### src/rtl/hazard_pkg.sv
// Shared types and constants for the pipeline hazard controller.
package hazard_pkg;

    localparam int unsigned FWD_W = 2;
    localparam int unsigned CD_W  = 4;

    typedef logic [FWD_W-1:0] fwd_sel_t;

    localparam fwd_sel_t FWD_RF  = 2'b00;
    localparam fwd_sel_t FWD_WB  = 2'b01;
    localparam fwd_sel_t FWD_MEM = 2'b10;
    localparam fwd_sel_t FWD_LD  = 2'b11;

    // Reasons the front of the pipe is held or bubbled this cycle.
    typedef struct packed {
        logic lu;
        logic mdu;
        logic br;
    } hz_cause_t;

    // Countdown reload so the result lands at WB MDU_LAT cycles after EX issue.
    function automatic logic [CD_W-1:0] mdu_reload(input int unsigned lat);
        return CD_W'(lat - 1);
    endfunction

endpackage

### src/rtl/hazard_ctrl_unit_if.sv
// Pipeline-register view seen by the hazard controller.
interface hazard_ctrl_unit_if #(
    parameter int unsigned RA_W    = 5,
    parameter int unsigned NUM_SRC = 2,
    parameter int unsigned CNT_W   = 16
);
    logic [NUM_SRC*RA_W-1:0] rs_d;
    logic [RA_W-1:0]         rd_d;
    logic                    regwrite_d;
    logic                    mdu_op_d;
    logic [NUM_SRC*RA_W-1:0] rs_e;
    logic [RA_W-1:0]         rd_e;
    logic                    regwrite_e;
    logic                    isload_e;
    logic                    mdu_start_e;
    logic                    branch_taken_e;
    logic [RA_W-1:0]         rd_m;
    logic                    regwrite_m;
    logic [RA_W-1:0]         rd_w;
    logic                    regwrite_w;
    logic                    isload_w;

    logic [2*NUM_SRC-1:0]    fwd_sel_e;
    logic                    stall_f;
    logic                    stall_d;
    logic                    flush_d;
    logic                    flush_e;
    logic                    mdu_busy;
    logic                    mdu_done;
    logic [CNT_W-1:0]        stall_cnt;
    logic [CNT_W-1:0]        flush_cnt;

    modport master (
        output rs_d, rd_d, regwrite_d, mdu_op_d,
        output rs_e, rd_e, regwrite_e, isload_e, mdu_start_e, branch_taken_e,
        output rd_m, regwrite_m, rd_w, regwrite_w, isload_w,
        input  fwd_sel_e, stall_f, stall_d, flush_d, flush_e,
        input  mdu_busy, mdu_done, stall_cnt, flush_cnt
    );

    modport slave (
        input  rs_d, rd_d, regwrite_d, mdu_op_d,
        input  rs_e, rd_e, regwrite_e, isload_e, mdu_start_e, branch_taken_e,
        input  rd_m, regwrite_m, rd_w, regwrite_w, isload_w,
        output fwd_sel_e, stall_f, stall_d, flush_d, flush_e,
        output mdu_busy, mdu_done, stall_cnt, flush_cnt
    );

endinterface

### src/rtl/hazard_ctrl_unit_mdu_scoreboard.sv
// Tracks the single outstanding multi-cycle op: busy destination bits,
// latency countdown, and the WB-arrival pulse.
module mdu_scoreboard
    import hazard_pkg::*;
#(
    parameter int unsigned RA_W    = 5,
    parameter int unsigned NUM_SRC = 2,
    parameter int unsigned MDU_LAT = 4
) (
    input  logic                    clk,
    input  logic                    rst_n,
    input  logic                    issue,
    input  logic [RA_W-1:0]         issue_rd,
    input  logic [NUM_SRC*RA_W-1:0] lookup_rs,
    input  logic [RA_W-1:0]         lookup_rd,
    output logic                    rs_busy_c,
    output logic                    rd_busy_c,
    output logic                    mdu_busy,
    output logic                    mdu_done
);

    localparam int unsigned NREG = 1 << RA_W;

    logic [NREG-1:0] busy_vec_q, busy_vec_d;
    logic [CD_W-1:0] cnt_q, cnt_d;
    logic [RA_W-1:0] pend_rd_q, pend_rd_d;
    logic            busy_q, busy_d;
    logic            done_q, done_d;

    // Countdown retires the pending destination on the same edge the done pulse is raised.
    always_comb begin
        busy_vec_d = busy_vec_q;
        cnt_d      = cnt_q;
        pend_rd_d  = pend_rd_q;
        busy_d     = busy_q;
        done_d     = 1'b0;
        if (cnt_q != '0) begin
            cnt_d = cnt_q - CD_W'(1);
            if (cnt_q == CD_W'(1)) begin
                done_d                = 1'b1;
                busy_d                = 1'b0;
                busy_vec_d[pend_rd_q] = 1'b0;
            end
        end
        if (issue) begin
            busy_vec_d[issue_rd] = 1'b1;
            cnt_d                = mdu_reload(MDU_LAT);
            pend_rd_d            = issue_rd;
            busy_d               = 1'b1;
        end
    end

    always_ff @(posedge clk or negedge rst_n) begin
        if (!rst_n) begin
            busy_vec_q <= '0;
            cnt_q      <= '0;
            pend_rd_q  <= '0;
            busy_q     <= 1'b0;
            done_q     <= 1'b0;
        end else begin
            busy_vec_q <= busy_vec_d;
            cnt_q      <= cnt_d;
            pend_rd_q  <= pend_rd_d;
            busy_q     <= busy_d;
            done_q     <= done_d;
        end
    end

    always_comb begin
        rs_busy_c = 1'b0;
        for (int unsigned k = 0; k < NUM_SRC; k++) begin
            if (busy_vec_q[lookup_rs[k*RA_W +: RA_W]]) rs_busy_c = 1'b1;
        end
        rd_busy_c = busy_vec_q[lookup_rd];
    end

    assign mdu_busy = busy_q;
    assign mdu_done = done_q;

endmodule

### src/rtl/hazard_ctrl_unit.sv
// Hazard controller for the 5-stage core: EX forwarding selects, load-use and
// MDU stalls, taken-branch flush, and saturating stall/flush event counters.
module hazard_ctrl_unit
    import hazard_pkg::*;
#(
    parameter int unsigned RA_W    = 5,
    parameter int unsigned NUM_SRC = 2,
    parameter int unsigned MDU_LAT = 4,
    parameter int unsigned CNT_W   = 16
) (
    input logic              clk,
    input logic              rst_n,
    hazard_ctrl_unit_if.slave hz
);

    logic [2*NUM_SRC-1:0] fwd_sel_c;
    hz_cause_t            cause_c;
    logic                 stall_c;
    logic                 issue_c;
    logic                 rs_busy_c;
    logic                 rd_busy_c;
    logic                 mdu_busy;
    logic                 mdu_done;
    logic [CNT_W-1:0]     stall_cnt_q, stall_cnt_d;
    logic [CNT_W-1:0]     flush_cnt_q, flush_cnt_d;

    // Per-operand bypass: MEM is the newest producer, then WB (ALU or load data).
    always_comb begin
        fwd_sel_c = '0;
        for (int unsigned k = 0; k < NUM_SRC; k++) begin
            logic [RA_W-1:0] src;
            fwd_sel_t        sel;
            src = hz.rs_e[k*RA_W +: RA_W];
            sel = FWD_RF;
            if (src != '0) begin
                if (hz.regwrite_m && (hz.rd_m == src)) begin
                    sel = FWD_MEM;
                end else if (hz.regwrite_w && (hz.rd_w == src)) begin
                    sel = hz.isload_w ? FWD_LD : FWD_WB;
                end
            end
            fwd_sel_c[2*k +: 2] = sel;
        end
    end

    assign issue_c = hz.mdu_start_e && !hz.branch_taken_e && (hz.rd_e != '0);

    mdu_scoreboard #(
        .RA_W    (RA_W),
        .NUM_SRC (NUM_SRC),
        .MDU_LAT (MDU_LAT)
    ) u_mdu_sb (
        .clk       (clk),
        .rst_n     (rst_n),
        .issue     (issue_c),
        .issue_rd  (hz.rd_e),
        .lookup_rs (hz.rs_d),
        .lookup_rd (hz.rd_d),
        .rs_busy_c (rs_busy_c),
        .rd_busy_c (rd_busy_c),
        .mdu_busy  (mdu_busy),
        .mdu_done  (mdu_done)
    );

    // A taken branch makes the ID instruction wrong-path, so it overrides any stall.
    always_comb begin
        cause_c     = '0;
        cause_c.br  = hz.branch_taken_e;
        cause_c.mdu = rs_busy_c || (hz.regwrite_d && rd_busy_c) || (hz.mdu_op_d && mdu_busy);
        if (hz.isload_e && hz.regwrite_e && (hz.rd_e != '0)) begin
            for (int unsigned k = 0; k < NUM_SRC; k++) begin
                if (hz.rs_d[k*RA_W +: RA_W] == hz.rd_e) cause_c.lu = 1'b1;
            end
        end
        stall_c = (cause_c.lu || cause_c.mdu) && !cause_c.br;
    end

    always_comb begin
        stall_cnt_d = stall_cnt_q;
        flush_cnt_d = flush_cnt_q;
        if (stall_c && (stall_cnt_q != '1)) stall_cnt_d = stall_cnt_q + CNT_W'(1);
        if (cause_c.br && (flush_cnt_q != '1)) flush_cnt_d = flush_cnt_q + CNT_W'(1);
    end

    always_ff @(posedge clk or negedge rst_n) begin
        if (!rst_n) begin
            stall_cnt_q <= '0;
            flush_cnt_q <= '0;
        end else begin
            stall_cnt_q <= stall_cnt_d;
            flush_cnt_q <= flush_cnt_d;
        end
    end

    assign hz.fwd_sel_e = fwd_sel_c;
    assign hz.stall_f   = stall_c;
    assign hz.stall_d   = stall_c;
    assign hz.flush_d   = cause_c.br;
    assign hz.flush_e   = stall_c || cause_c.br;
    assign hz.mdu_busy  = mdu_busy;
    assign hz.mdu_done  = mdu_done;
    assign hz.stall_cnt = stall_cnt_q;
    assign hz.flush_cnt = flush_cnt_q;

endmodule

### src/flat_wrapper.sv
// flat-port wrapper written by rule: the top's interface ports become plain ports
module hazard_ctrl_unit_flat import hazard_pkg::*;
#(
    parameter int unsigned RA_W    = 5,
    parameter int unsigned NUM_SRC = 2,
    parameter int unsigned MDU_LAT = 4,
    parameter int unsigned CNT_W   = 16
)
  (clk, rst_n, hz_rs_d, hz_rd_d, hz_regwrite_d, hz_mdu_op_d, hz_rs_e, hz_rd_e, hz_regwrite_e, hz_isload_e, hz_mdu_start_e, hz_branch_taken_e, hz_rd_m, hz_regwrite_m, hz_rd_w, hz_regwrite_w, hz_isload_w, hz_fwd_sel_e, hz_stall_f, hz_stall_d, hz_flush_d, hz_flush_e, hz_mdu_busy, hz_mdu_done, hz_stall_cnt, hz_flush_cnt);
  hazard_ctrl_unit_if #(.RA_W(RA_W), .NUM_SRC(NUM_SRC), .CNT_W(CNT_W)) hz_i ();
  input logic clk;
  input logic rst_n;
  input wire logic [$bits(hz_i.rs_d)-1:0] hz_rs_d;
  input wire logic [$bits(hz_i.rd_d)-1:0] hz_rd_d;
  input wire logic [$bits(hz_i.regwrite_d)-1:0] hz_regwrite_d;
  input wire logic [$bits(hz_i.mdu_op_d)-1:0] hz_mdu_op_d;
  input wire logic [$bits(hz_i.rs_e)-1:0] hz_rs_e;
  input wire logic [$bits(hz_i.rd_e)-1:0] hz_rd_e;
  input wire logic [$bits(hz_i.regwrite_e)-1:0] hz_regwrite_e;
  input wire logic [$bits(hz_i.isload_e)-1:0] hz_isload_e;
  input wire logic [$bits(hz_i.mdu_start_e)-1:0] hz_mdu_start_e;
  input wire logic [$bits(hz_i.branch_taken_e)-1:0] hz_branch_taken_e;
  input wire logic [$bits(hz_i.rd_m)-1:0] hz_rd_m;
  input wire logic [$bits(hz_i.regwrite_m)-1:0] hz_regwrite_m;
  input wire logic [$bits(hz_i.rd_w)-1:0] hz_rd_w;
  input wire logic [$bits(hz_i.regwrite_w)-1:0] hz_regwrite_w;
  input wire logic [$bits(hz_i.isload_w)-1:0] hz_isload_w;
  output wire logic [$bits(hz_i.fwd_sel_e)-1:0] hz_fwd_sel_e;
  output wire logic [$bits(hz_i.stall_f)-1:0] hz_stall_f;
  output wire logic [$bits(hz_i.stall_d)-1:0] hz_stall_d;
  output wire logic [$bits(hz_i.flush_d)-1:0] hz_flush_d;
  output wire logic [$bits(hz_i.flush_e)-1:0] hz_flush_e;
  output wire logic [$bits(hz_i.mdu_busy)-1:0] hz_mdu_busy;
  output wire logic [$bits(hz_i.mdu_done)-1:0] hz_mdu_done;
  output wire logic [$bits(hz_i.stall_cnt)-1:0] hz_stall_cnt;
  output wire logic [$bits(hz_i.flush_cnt)-1:0] hz_flush_cnt;
  assign hz_i.rs_d = hz_rs_d;
  assign hz_i.rd_d = hz_rd_d;
  assign hz_i.regwrite_d = hz_regwrite_d;
  assign hz_i.mdu_op_d = hz_mdu_op_d;
  assign hz_i.rs_e = hz_rs_e;
  assign hz_i.rd_e = hz_rd_e;
  assign hz_i.regwrite_e = hz_regwrite_e;
  assign hz_i.isload_e = hz_isload_e;
  assign hz_i.mdu_start_e = hz_mdu_start_e;
  assign hz_i.branch_taken_e = hz_branch_taken_e;
  assign hz_i.rd_m = hz_rd_m;
  assign hz_i.regwrite_m = hz_regwrite_m;
  assign hz_i.rd_w = hz_rd_w;
  assign hz_i.regwrite_w = hz_regwrite_w;
  assign hz_i.isload_w = hz_isload_w;
  assign hz_fwd_sel_e = hz_i.fwd_sel_e;
  assign hz_stall_f = hz_i.stall_f;
  assign hz_stall_d = hz_i.stall_d;
  assign hz_flush_d = hz_i.flush_d;
  assign hz_flush_e = hz_i.flush_e;
  assign hz_mdu_busy = hz_i.mdu_busy;
  assign hz_mdu_done = hz_i.mdu_done;
  assign hz_stall_cnt = hz_i.stall_cnt;
  assign hz_flush_cnt = hz_i.flush_cnt;
  hazard_ctrl_unit #(.RA_W(RA_W), .NUM_SRC(NUM_SRC), .MDU_LAT(MDU_LAT), .CNT_W(CNT_W)) u_core (.clk(clk), .rst_n(rst_n), .hz(hz_i));
endmodule
### config.mk
export PLATFORM = sky130hd
export DESIGN_NAME = hazard_ctrl_unit_flat
export DESIGN_NICKNAME = d
export VERILOG_FILES = /design/src/rtl/hazard_pkg.sv /design/src/rtl/hazard_ctrl_unit_if.sv /design/src/rtl/hazard_ctrl_unit_mdu_scoreboard.sv /design/src/rtl/hazard_ctrl_unit.sv /design/src/flat_wrapper.sv
export SDC_FILE = /design/constraint.sdc
export NUM_CORES = 1
export LEC_CHECK = 0
export ABC_AREA = 1
export CORE_UTILIZATION = 30
export DETAILED_ROUTE_END_ITERATION = 16
export PLACE_DENSITY = 0.48
export SLEW_MARGIN = 10
export SYNTH_ARGS = -nofsm -noshare
export SYNTH_HDL_FRONTEND = slang
export SYNTH_SLANG_ARGS = --single-unit
### constraint.sdc
create_clock -name clk -period 6.3 [get_ports clk]
set_input_delay 1.89 -clock clk [delete_from_list [all_inputs] [get_ports clk]]
set_output_delay 1.89 -clock clk [all_outputs]
set_load 0.01 [all_outputs]
## Word level (Yosys, flattened, before mapping)

Index checks and enable logic that the tools add are counted.

| cells by class | value |
|---|---|
| $add $sub $neg | 3 |
| mux-type cells | 32 |
| order comparisons | 7 |
| reduce and logical (&&, ||, !) cells | 27 |
| bitwise logic cells | 3 |
| eq/ne operators | 9 |

Operator list:

| operator | count |
|---|---|
| two-way mux 32 bit | 3 |
| adder 16 x 1 -> 16 bit, second input constant | 2 |
| bitwise AND 32 bit | 1 |
| != test 16 bit, second input constant | 2 |
| inverter 32 bit | 1 |
| OR 32 bit | 1 |
| == test 5 bit | 6 |
| less-than comparator 5 x 6 -> 1 bit, second input constant | 5 |
| binary-select mux 1 bit (select 5 bit) | 3 |
| logical AND 1 bit | 15 |
| two-way mux 1 bit | 15 |
| nonzero test 5 bit | 3 |
| two-way mux 2 bit | 7 |
| demux 1 bit (select 5 bit) | 2 |
| greater-or-equal comparator 5 x 1 -> 1 bit, second input constant | 2 |
| two-way mux 4 bit | 2 |
| == test 4 x 1 -> 1 bit, second input constant | 1 |
| logical OR 1 bit | 4 |
| nonzero test 2 bit | 2 |
| nonzero test 4 bit | 1 |
| subtractor 4 x 1 -> 4 bit, second input constant | 1 |
| AND reduction 2 bit | 1 |
| logical NOT 1 bit | 1 |

| word-level totals | value |
|---|---|
| logic and storage cells | 88 |
| output and inout port bits | 42 |
| register bits after elaboration | 75 |

## Depth between registers and ports, before layout

| depth | value |
|---|---|
| word-level depth | 10 |
| depth in mapped cells | 15 |

## By module

Synthesis repeated with hierarchy kept, for this count alone.

| unflattened totals | value |
|---|---|
| cells, all modules | 772 |
| area total of the unflattened synthesis | 5290.1 µm² |

Modules (own cells, without submodules):

| module | cells an instance | instances | area each (µm²) | seq. area each (µm²) |
|---|---|---|---|---|
| mdu_scoreboard | 431 | 1 | 2859.0 | 1076.0 |
| hazard_ctrl_unit | 341 | 1 | 2431.1 | 800.8 |

## Least setup slack after synthesis

Ideal clock, no wire load.

| timing | value |
|---|---|
| kind | input-to-output |
| start point | input port hz_rs_d[5] |
| end point | output port hz_stall_f |
| path slack | 1.265 ns |
| path buffers | 3 |
| stages | 10 |
| arrival time | 3.145 ns |
| required time | 4.410 ns |
| path through | buf_6 buf_6 a21oi_1 o21ai_0 a21oi_1 nor2_1 nor2_1 nor2_2 a31oi_1 buf_4 |

| between the ends | value |
|---|---|
| word-level cells in the longest chain between the ends | 7 |
| elaborated cells on any way between the ends | 10 |

Ends and longest elaborated chain:

| item | line | source |
|---|---|---|
| from (decl) | flat_wrapper.sv:13 | `input wire logic [$bits(hz_i.rs_d)-1:0] hz_rs_d;` |
| binary-select mux 1 bit (select 5 bit) | hazard_ctrl_unit_mdu_scoreboard.sv:72 | `if (busy_vec_q[lookup_rs[k*RA_W +: RA_W]]) rs_busy_c = 1'b1;` |
| two-way mux 1 bit (not written as such) | hazard_ctrl_unit_mdu_scoreboard.sv:72 |  |
| two-way mux 1 bit | hazard_ctrl_unit_mdu_scoreboard.sv:72 |  |
| logical OR 1 bit (2 in series) | hazard_ctrl_unit.sv:69 | `cause_c.mdu = rs_busy_c \|\| (hz.regwrite_d && rd_busy_c) \|\| (hz.mdu_op_d && mdu_busy);` |
| logical OR 1 bit * | hazard_ctrl_unit.sv:75 | `stall_c = (cause_c.lu \|\| cause_c.mdu) && !cause_c.br;` |
| logical AND 1 bit * | hazard_ctrl_unit.sv:75 |  |
| to (decl) | flat_wrapper.sv:29 | `output wire logic [$bits(hz_i.stall_f)-1:0] hz_stall_f;` |

Mark *: on every way between the ends. The rest lies on a longest branch, timed or not. The select of a mux whose other input is x is not followed.

## Worst setup path in the final report

| timing | value |
|---|---|
| start point | input port hz_rd_d[1] |
| end point | output port hz_flush_e |

| between the ends | value |
|---|---|
| word-level cells in the longest chain between the ends | 8 |

Ends and longest elaborated chain:

| item | line | source |
|---|---|---|
| from (decl) | flat_wrapper.sv:14 | `input wire logic [$bits(hz_i.rd_d)-1:0] hz_rd_d;` |
| binary-select mux 1 bit (select 5 bit) | hazard_ctrl_unit_mdu_scoreboard.sv:74 | `rd_busy_c = busy_vec_q[lookup_rd];` |
| two-way mux 1 bit (not written as such) | hazard_ctrl_unit_mdu_scoreboard.sv:74 |  |
| logical AND 1 bit | hazard_ctrl_unit.sv:69 |  |
| logical OR 1 bit (2 in series) | hazard_ctrl_unit.sv:69 |  |
| logical OR 1 bit | hazard_ctrl_unit.sv:75 |  |
| logical AND 1 bit | hazard_ctrl_unit.sv:75 |  |
| logical OR 1 bit | hazard_ctrl_unit.sv:99 | `assign hz.flush_e = stall_c \|\| cause_c.br;` |
| to (decl) | flat_wrapper.sv:32 | `output wire logic [$bits(hz_i.flush_e)-1:0] hz_flush_e;` |

Every way passes these cells. The select of a mux whose other input is x is not followed.

==> flow_metrics.env <==
export IMPL_first_global_vias=5152
export IMPL_synth_edf_count=0
export IMPL_synth_area_sq_um=5160
export IMPL_clk_path_buf_depth=2
export IMPL_relSlewSlack_pct=32.4
export IMPL_maxCapViolCount=0
export IMPL_synth_xor_area_share_pct=7.30
export IMPL_vias=5210
export IMPL_grt_max_degree=76
export IMPL_fin_worst_skew_ps=11.3
export IMPL_die_area_sq_um=17700
export IMPL_ctsHtreeMaxLevel=3
export IMPL_hold_viol_final=0
export IMPL_yosysMostFrequentCell="nand2_1"
export IMPL_setup_ws_ps=230
export IMPL_synth_flop_cell="dfrtp_1"
export IMPL_fp_coreArea_sq_um=16700
export IMPL_wire_per_inst_microns=15.8
export IMPL_synth_fa_ha_area_share_pct=1.21
export IMPL_antenna_found_initial=0
export IMPL_synthSimpleGateAreaFrac_pct=33.9
export IMPL_setup_viol=0
export IMPL_slowest_delay_ps=640
export IMPL_drt_vias_per_instance=4.92
export IMPL_final_nets=890
export IMPL_die_w_microns=133
export IMPL_rsz0062_at_grt="no"
export IMPL_synth_compound_area_share_pct=11.2
export IMPL_start_kind="input pin"
export IMPL_path_common_cell="nand3_1"
export IMPL_syn_nets=798
export IMPL_drtIter0Drc=401
export IMPL_ios=93
export IMPL_finalSetupTns_ps=0
export IMPL_critPathSlowestCell="clkdlybuf4s50_1"
export IMPL_yosys_warnings=0
export IMPL_min_period_ps=6070
export IMPL_port_buffers=92
export IMPL_yosys_top_cells_count="nand2_1, nand3_1, inv_1"
export IMPL_start_util_pct=30.9
export IMPL_place_congestion=0.881
export IMPL_netlist_top_cells_area="dfrtp_1, nand2_1, nand3_1, o21ai_0, inv_1"
export IMPL_arrival_ps=4180
export IMPL_yosysTopAreaCell="dfrtp_1"
export IMPL_clock_latency_ps=340
export IMPL_ir_drop_v=0.000162
export IMPL_hold_class="flip-flop to flip-flop"
export IMPL_seq_area_frac_synth_pct=36.4
export IMPL_end_kind="output pin"
export IMPL_pre_cts_ws_ps=243
export IMPL_cts_tree="yes"
export IMPL_timing_hold_ws_ps=496
export IMPL_firstDrtPassIters=5
export IMPL_dp_hpwl_microns=12800
export IMPL_synth_top_family_by_area="simple AND/OR/NAND/NOR gates"
export IMPL_synth_area_per_cell_sq_um=6.96
export IMPL_dieHeight_microns=133
export IMPL_synthMuxAreaShare_pct=0
export IMPL_grt_pass1_wl_microns=27100
export IMPL_synth_cells=742
export IMPL_critPathKind="input pin to output pin"
export IMPL_run_status="finished, final reports clean"
export IMPL_grt_usage_pct=19.4
export IMPL_drt_antenna_violating_nets=0
export IMPL_critPathMaxFanout=10
export IMPL_drive_above_1_share_pct=5.36
export IMPL_drc_errors=0
export IMPL_async_reset_ff_share_pct=100
export IMPL_insertedDiodeCount=0
export IMPL_grt_overflow_total=0
export IMPL_synth_seq_cells=75
export IMPL_clkTransAtPathRegs_ps=70
export IMPL_powerDensity_nw_per_um2=298
export IMPL_cts_sinks=75
export IMPL_slew_violations=0
export IMPL_synth_distinct_cells=32
export IMPL_cts_buffers=9
export IMPL_std_cell_rows=47
export IMPL_crit_chain="clkdlybuf4s50_1 -> inv_2 -> nand3_1 -> nand3_1 -> nand2_1 -> nand2_1 -> nand3_1 -> nand3_1 -> buf_4 -> nand4_1 -> clkdlybuf4s50_1"
export IMPL_synth_top_area_share_pct=36.4
export IMPL_worstPathRequired_ps=4410
export IMPL_fin_crit_sh_pct=96.3
export IMPL_area_growth_pct=28.2
export IMPL_cts_root_buffer="clkbuf_16"
export IMPL_clock_fmax_ghz=0.165
export IMPL_leakage_nw=3.03
export IMPL_totalWireLength_microns=16800
export IMPL_worst_pin_slew_ps=1010
==> registers in the layout, summed over array words and instances, names as in the netlist <==
signal / count
u_core.u_mdu_sb.busy_vec_q: 32
u_core.u_mdu_sb.mdu_busy: 1
u_core.hz.flush_cnt: 16
u_core.u_mdu_sb.cnt_q: 4
u_core.u_mdu_sb.mdu_done: 1
u_core.u_mdu_sb.pend_rd_q: 5
u_core.hz.stall_cnt: 16
==> cell type report <==
cell class                      count  area [sq um]
Fill cell                        1768         10100
Multi-Input combinational cell    551          2770
Sequential cell                    75          1880
Timing Repair Buffer              106          1020
Inverter                           91           342
Tap cell                          220           275
Clock buffer                       11           243
Clock inverter                      5          85.1
==> routing by layer <==
metal | global-route usage (%) | vias up | wire length [microns]
li1 | - | 2614 | -
met5 | 0 | - | 0
met2 | 30.5 | 182 | 7370
met4 | 4.55 | 0 | 190
met3 | 4.19 | 13 | 1140
met1 | 27.1 | 2401 | 8060
==> through the flow <==
step                      utilization (%)  total power (W)  instances  instance area (sq um)
after global placement               37.6          0.00139       1043                   6280
final                                39.6          0.00197       1059                   6620
after floorplan                         -          0.00111        742                   5160
after CTS                            39.6          0.00198       1059                   6610
after detailed placement             37.6          0.00140       1043                   6280
after global routing                 39.6          0.00211       1059                   6620
==> cells in the final DEF, fill, tap and decap left out, drive strengths merged <==
cell	instances
a21oi	14
a31oi	1
buf	15
bufinv	2
clkbuf	11
clkdlybuf4s50	91
clkinv	1
clkinvlp	1
dfrtp	75
ha	5
inv	92
nand2	201
nand3	95
nand3b	2
nand4	22
nor2	55
nor3	17
nor4	4
o211ai	8
o21ai	74
o221ai	2
o22ai	5
o31ai	2
o41ai	1
xnor2	16
xor2	27
==> critical path: cells and delay by family <==
family	cells	cell delay [ps]
and+or+nand+nor	7	740
buffers and inverters	4	1550
==> worst paths after layout <==
| path | start | to | slack, ps | depth (start not counted) |
|---|---|---|---|---|
| max reg2reg | u_core.hz.stall_cnt[0] | u_core.hz.stall_cnt[15] | 3880 | 13 |
| max | hz_rd_d[1] | hz_flush_e | 230 | 11 |
| min in group asynchronous | rst_n | u_core.u_mdu_sb.busy_vec_q[14] | 1700 | 1 |
| max in group asynchronous | rst_n | u_core.u_mdu_sb.pend_rd_q[4] | 3910 | 1 |
| min reg2reg | u_core.hz.flush_cnt[14] | u_core.hz.flush_cnt[14] | 500 | 1 |
| min | u_core.hz.flush_cnt[14] | u_core.hz.flush_cnt[14] | 500 | 1 |
==> power by group <==
group	total [W]	internal (W)	switching, W
clock network	0.000569	0.000360	0.000209
registers	0.000763	0.000611	0.000152
logic	0.000638	0.000275	0.000363
total	0.00197	0.00125	0.000724
==> what timing repair did <==
action,CTS,global route
endpoints found under the setup margin,0,2
resized for setup,0,1
setup buffers,0,0
hold buffers,0,0
==> cell families (layout without fill, tap and decap cells) <==
| logic type | Yosys count | count (layout) |
|---|---|---|
| DFF | 75 | 75 |
| and+or+nand+nor | 396 | 396 |
| AOI/OAI and AO/OA | 107 | 107 |
| adders and majority gates | 5 | 5 |
| xor gates and xnor gates | 43 | 43 |
| buffers and inverters | 116 | 213 |
(Power assumes the default switching activity.)
